[src/rtl/writeback_unit_pkg.sv]
// ---------------------------------------------------------------------------
// writeback_unit_pkg
// Shared constants and types for the writeback stage.
//   W_OPR    operand / write data width
//   N_REG    number of architectural registers (one wb strobe per register)
//   W_RADDR  register index width
//   Q_DEPTH  entries per source queue (the queue logic assumes exactly 2)
//   W_ENTRY  width of one queued result {dst, data}
// ---------------------------------------------------------------------------
package writeback_unit_pkg;

  localparam int W_OPR   = 32;
  localparam int N_REG   = 32;
  localparam int W_RADDR = 5;
  localparam int Q_DEPTH = 2;
  localparam int W_ENTRY = W_RADDR + W_OPR;

  // One completed result waiting for write-back.
  typedef struct packed {
    logic [W_RADDR-1:0] dst;
    logic [W_OPR-1:0]   data;
  } wb_entry_t;

  // Source identity, used by the round-robin pointer.
  typedef enum logic {
    SRC_ALU = 1'b0,
    SRC_MEM = 1'b1
  } wb_src_e;

  // Register 0 is hard-wired; results aimed at it are consumed silently.
  function automatic logic is_arch_reg(input logic [W_RADDR-1:0] dst);
    return dst != '0;
  endfunction

endpackage

[src/rtl/writeback_unit_wb_queue.sv]
// ---------------------------------------------------------------------------
// wb_queue
// Two-entry FIFO holding completed results for one producer.
// Ports:
//   clk         clock, rising edge
//   rst         asynchronous active-low reset (empties the queue)
//   push        write push_entry at the tail (ignored when full)
//   pop         drop the head entry (ignored when empty)
//   push_entry  entry to enqueue
//   head_entry  current head entry (valid when not_empty)
//   not_empty   queue holds at least one entry
//   not_full    queue can accept an entry; depends on occupancy only
// ---------------------------------------------------------------------------
module wb_queue
  import writeback_unit_pkg::*;
(
  input  logic      clk,
  input  logic      rst,
  input  logic      push,
  input  logic      pop,
  input  wb_entry_t push_entry,
  output wb_entry_t head_entry,
  output logic      not_empty,
  output logic      not_full
);

  logic [W_ENTRY-1:0] slot_reg [Q_DEPTH];
  logic               rd_ptr_reg;
  logic               wr_ptr_reg;
  logic [1:0]         count_reg;
  logic [1:0]         count_next;
  logic               push_ok;
  logic               pop_ok;

  // Guard locally so a careless caller cannot corrupt the occupancy count.
  assign push_ok = push && not_full;
  assign pop_ok  = pop && not_empty;

  always_comb begin
    count_next = count_reg;
    case ({push_ok, pop_ok})
      2'b10:   count_next = count_reg + 2'd1;
      2'b01:   count_next = count_reg - 2'd1;
      default: count_next = count_reg;
    endcase
  end

  always_ff @(posedge clk or negedge rst) begin
    if (!rst) begin
      rd_ptr_reg <= 1'b0;
      wr_ptr_reg <= 1'b0;
      count_reg  <= 2'd0;
    end else begin
      if (push_ok) wr_ptr_reg <= ~wr_ptr_reg;
      if (pop_ok)  rd_ptr_reg <= ~rd_ptr_reg;
      count_reg <= count_next;
    end
  end

  // Payload storage needs no reset: occupancy decides what is meaningful.
  always_ff @(posedge clk) begin
    if (push_ok) slot_reg[wr_ptr_reg] <= push_entry;
  end

  assign head_entry = slot_reg[rd_ptr_reg];
  assign not_empty  = count_reg != 2'd0;
  assign not_full   = count_reg != 2'(Q_DEPTH);

endmodule

[src/rtl/writeback_unit.sv]
// ---------------------------------------------------------------------------
// writeback_unit
// Collects results from the ALU and the load unit, picks at most one per
// cycle with a round-robin arbiter and drives a registered one-hot write
// strobe plus shared write data to the register cells.
// Ports:
//   clk              clock, rising edge
//   rst              asynchronous active-low reset
//   alu_valid_i/ready_o/dst_i/data_i   ALU result handshake
//   mem_valid_i/ready_o/dst_i/data_i   load result handshake
//   w_reserve_vec_i  write-reserve bits of all cells
//   wb_o             one-hot write strobes (registered)
//   wb_data_o        write data, common to all cells (registered)
//   err_o            sticky: write-back hit a register that was not reserved
// ---------------------------------------------------------------------------
module writeback_unit
  import writeback_unit_pkg::*;
(
  input  logic               clk,
  input  logic               rst,
  input  logic               alu_valid_i,
  output logic               alu_ready_o,
  input  logic [W_RADDR-1:0] alu_dst_i,
  input  logic [W_OPR-1:0]   alu_data_i,
  input  logic               mem_valid_i,
  output logic               mem_ready_o,
  input  logic [W_RADDR-1:0] mem_dst_i,
  input  logic [W_OPR-1:0]   mem_data_i,
  input  logic [N_REG-1:0]   w_reserve_vec_i,
  output logic [N_REG-1:0]   wb_o,
  output logic [W_OPR-1:0]   wb_data_o,
  output logic               err_o
);

  wb_entry_t          alu_entry;
  wb_entry_t          mem_entry;
  wb_entry_t          alu_head;
  wb_entry_t          mem_head;
  wb_entry_t          grant_entry;
  logic               alu_push;
  logic               mem_push;
  logic               alu_not_empty;
  logic               mem_not_empty;
  logic               alu_not_full;
  logic               mem_not_full;
  logic               grant_alu;
  logic               grant_mem;
  logic               grant_valid;
  logic               err_hit;
  logic [N_REG-1:0]   wb_next;

  logic [N_REG-1:0]   wb_reg;
  logic [W_OPR-1:0]   wb_data_reg;
  logic               err_reg;
  wb_src_e            last_grant_reg;

  // ---------------- source queues ----------------
  assign alu_entry = '{dst: alu_dst_i, data: alu_data_i};
  assign mem_entry = '{dst: mem_dst_i, data: mem_data_i};

  // Ready comes from occupancy alone, so a transfer is valid && not_full.
  assign alu_ready_o = alu_not_full;
  assign mem_ready_o = mem_not_full;
  assign alu_push    = alu_valid_i && alu_not_full;
  assign mem_push    = mem_valid_i && mem_not_full;

  wb_queue u_alu_q (
    .clk        (clk),
    .rst        (rst),
    .push       (alu_push),
    .pop        (grant_alu),
    .push_entry (alu_entry),
    .head_entry (alu_head),
    .not_empty  (alu_not_empty),
    .not_full   (alu_not_full)
  );

  wb_queue u_mem_q (
    .clk        (clk),
    .rst        (rst),
    .push       (mem_push),
    .pop        (grant_mem),
    .push_entry (mem_entry),
    .head_entry (mem_head),
    .not_empty  (mem_not_empty),
    .not_full   (mem_not_full)
  );

  // ---------------- round-robin arbiter ----------------
  // Under contention the source that did not win last time goes first.
  // The pointer records the most recent grant of either kind.
  always_comb begin
    grant_alu = 1'b0;
    grant_mem = 1'b0;
    if (alu_not_empty && mem_not_empty) begin
      if (last_grant_reg == SRC_ALU) grant_mem = 1'b1;
      else                           grant_alu = 1'b1;
    end else if (alu_not_empty) begin
      grant_alu = 1'b1;
    end else if (mem_not_empty) begin
      grant_mem = 1'b1;
    end
  end

  assign grant_valid = grant_alu || grant_mem;
  assign grant_entry = grant_mem ? mem_head : alu_head;

  // ---------------- one-hot decoder ----------------
  // Register 0 never gets a strobe; its entry is still popped.
  for (genvar gi = 0; gi < N_REG; gi++) begin : g_dec
    assign wb_next[gi] = grant_valid && is_arch_reg(grant_entry.dst) &&
                         (grant_entry.dst == W_RADDR'(gi));
  end

  // Reserve bit is sampled in the grant cycle, before the write clears it.
  assign err_hit = grant_valid && is_arch_reg(grant_entry.dst) &&
                   !w_reserve_vec_i[grant_entry.dst];

  // ---------------- output stage ----------------
  always_ff @(posedge clk or negedge rst) begin
    if (!rst) begin
      wb_reg         <= '0;
      wb_data_reg    <= '0;
      err_reg        <= 1'b0;
      last_grant_reg <= SRC_ALU;
    end else begin
      wb_reg <= wb_next;
      if (grant_valid) begin
        wb_data_reg    <= grant_entry.data;
        last_grant_reg <= grant_mem ? SRC_MEM : SRC_ALU;
      end
      if (err_hit) err_reg <= 1'b1;
    end
  end

  assign wb_o      = wb_reg;
  assign wb_data_o = wb_data_reg;
  assign err_o     = err_reg;

endmodule

[config.mk]
export PLATFORM = sky130hd
export DESIGN_NAME = writeback_unit
export DESIGN_NICKNAME = d
export VERILOG_FILES = /design/src/rtl/writeback_unit_pkg.sv /design/src/rtl/writeback_unit_wb_queue.sv /design/src/rtl/writeback_unit.sv
export SDC_FILE = /design/constraint.sdc
export NUM_CORES = 1
export LEC_CHECK = 0
export BUFFER_PORTS_ARGS = -buffer_cell sky130_fd_sc_hd__buf_4
export CAP_MARGIN = 20
export CORE_MARGIN = 1
export CORE_UTILIZATION = 30
export CTS_BUF_LIST = sky130_fd_sc_hd__clkbuf_8
export CTS_CLUSTER_SIZE = 8
export DETAILED_ROUTE_END_ITERATION = 6
export SLEW_MARGIN = 25
export SYNTH_ARGS = -nofsm -noshare
export SYNTH_HDL_FRONTEND = slang
export SYNTH_SLANG_ARGS = --single-unit
[constraint.sdc]
create_clock -name clk -period 2.6 [get_ports clk]
set_clock_uncertainty 0.2 [all_clocks]
set_input_delay 0.26 -clock clk [delete_from_list [all_inputs] [get_ports clk]]
set_output_delay 0.26 -clock clk [all_outputs]
set_load 0.05 [all_outputs]
==> results.md <==
* Core area at 28700 sq um
* Fin crit period at 2.497 ns
* EDFF count, synth at 148
* Max-slew violations at 0
* Postcts setup bufs at 0
* RSZ-0062 raised after global routing: no
* Remaining DRCs at 0
* Iter 0 DRT Violations at 274
* Layout cells sized above 1 at 32.49%
* Nets@finish at 990
* Cells after DPL at 1143
* Reg2Reg Setup Slack at 0.10 ns
* Commonest cells after routing, fill and taps aside: 191 x buf_4, 148 x edfxtp_1, 78 x dlygate4sd3_1
* Leakage power at 5.067 nW
* Row count at 62
* Syn nets at 704
* Bufs on Longest Clock Path at 3
* Clock Latency Late Sink at 0.54 ns
* Period utilisation layout at 96.02%
* Fmax achieved at 0.4005 GHz
* TritonRoute pass-1 iters at 4
* Slew @ Worst Pin at 0.8404 ns
* Clock tree root driver cell: clkbuf_8
* Min-Delay Path Class: in -> reg
* CTS tree: done
* Core Util, Final at 42.46%
* Syn. warnings at 0
* Netlist cell types at 50
* Die H at 172.7 um
* Layout area overhead at 39.50%
* Vias in the first global route at 6250
* Die X at 172.7 um
* Ys async rst share at 33.33%
* Setup TNS at 0 ns
* Io pins at 177
* CP Max Fanout at 9
* Vias per cell at 4.565
* Post-synthesis sequential area ratio at 72.06%
* Vias post-DR at 5898
* Ys flop type: edfxtp_1
* Worst setup EP type: flip-flop
* Post-synthesis cell area at 8737 sq um
* Antenna violations before repair at 0
* Worst slack, placed at 0.07355 ns
* Routed len/inst at 16.98 um
* Die ar. at 29810 sq um
* Total Power at 15.53 mW
* GRT overflow at 0
* WP data arrival at 2.73 ns
* Clock Sinks at 222
* Final setup margin at 0.1034 ns
* Total global routing track utilization at 14.70%
* Maxcap violations at 0
* HPWL after DPL at 13730 um
* Startpoint types: flip-flop
* Largest net degree at the start of global routing at 59
* Clock transition at path regs at 0.06 ns
* Max-slew headroom at 43.98%
* Crit path kind: reg -> reg
* Worst VDD drop at 0.6726 mV
* H-Tree Depth at 2
* Commonest non-fill, non-tap cell in the layout: buf_4
* Critical Path RT at 2.84 ns
* Status: complete, no violations
* Routed WL at 21940 um
* Final setup fails at 0
* Post-Synthesis Cells at 592
* Initial core utilization at 30.44%
* Ant. Diodes at 0
* Synthesized flop and latch total at 222
* Final cell count without fillers at 1292
* GP Congestion at 0.8655
* Mean Syn Cell Area at 14.76 sq um
* Port Buffers at 175
* Final Hold Fails at 0
* Final ANT Viol Nets at 0
* Pwr/cell area at 1274 nW/um^2
* First-pass GRT wire length at 33900 um
* Inserted Clock Buffers at 39
per-stage QoR:
stage / instance area [sq um] / hold WS [ns]
floorplan: 8752 / -0.2356
global placement: 10640 / 0.2163
detailed placement: 10640 / 0.2218
CTS: 12180 / 0.004522
global route: 12190 / 0.03178
finish: 12190 / 0.02689
Yosys cell counts (5+ instances only):
cell,count,share of area (%)
edfxtp_1,148,51
clkbuf_1,17,0.73
nand3_1,34,1.9
inv_1,5,0.21
o21ai_0,46,2.6
a22o_1,18,1.8
mux2i_1,57,6.5
nor2_1,39,1.7
xnor2_1,8,0.80
mux2_2,15,1.9
a41oi_1,6,0.60
dfrtp_1,74,21
buf_1,5,0.21
nand2_1,53,2.3
final timing paths:
path / to / from / cells after the start
worst min-delay path: err_o / w_reserve_vec_i[1] / 5
worst max register to register: err_o / u_alu_q.count_reg[1] / 6
min in group asynchronous: u_mem_q.count_reg[0] / rst / 2
max in group asynchronous: wb_o[12] / rst / 3
worst max-delay path: err_o / u_alu_q.count_reg[1] / 6
worst min register to register: wb_data_o[19] / wb_data_o[19] / 2
area by class of cell:
cell class              count  area (sq um)
flip-flops and latches    222          6299
repair buffers            275          2335
inverters                   5         18.77
fillers                  2658         16510
well taps                 384         480.5
clock inverters            26         140.1
multi-input cells         335          2296
clock buffers              45         619.3
routing by layer:
layer	vias to the layer above	wire length [um]	GRT usage (%)
met4	0	517	4.941
met2	218	10940	25.84
met3	48	1342	3.584
met5	-	0	0
met1	2854	9137	17.54
li1	2778	-	-
power breakdown:
| group | leakage, nW | switching, mW | total, mW | internal (mW) |
|---|---|---|---|---|
| sequential | 2.29 | 0.504 | 5.44 | 4.93 |
| clock | 0.458 | 1.41 | 3.09 | 1.69 |
| combinational | 2.32 | 4.53 | 7.00 | 2.47 |
cells by family (layout without fill, tap and decap cells):
logic type                 after synthesis  count (layout)  synth area share, %
DFF                                    222             222                72.06
adders and majority gates                2               2               0.2864
other                                    1               1              0.04292
xor gates and xnor gates                10              10                1.003
AOI/OAI and AO/OA                       87              87                6.988
buffers and inverters                   35             351                2.062
muxes                                   72              72                8.463
and+or+nand+nor                        163             163                9.094
worst max-delay path: stages (launching register included):
cell	delay, ns
dfrtp_1	0.46
o21a_4	0.28
or4_4	0.63
nand3_1	0.13
nand4_1	0.11
a2111o_1	0.44
o221ai_2	0.15
what timing repair did:
action / in CTS / in global routing
endpoints found under the setup margin: 0 / 16
endpoints found under the hold margin: 207 / 0
resized for setup: 0 / 2
hold buffers: 78 / 0
No activity file was read; power rests on OpenSTA's default activity.
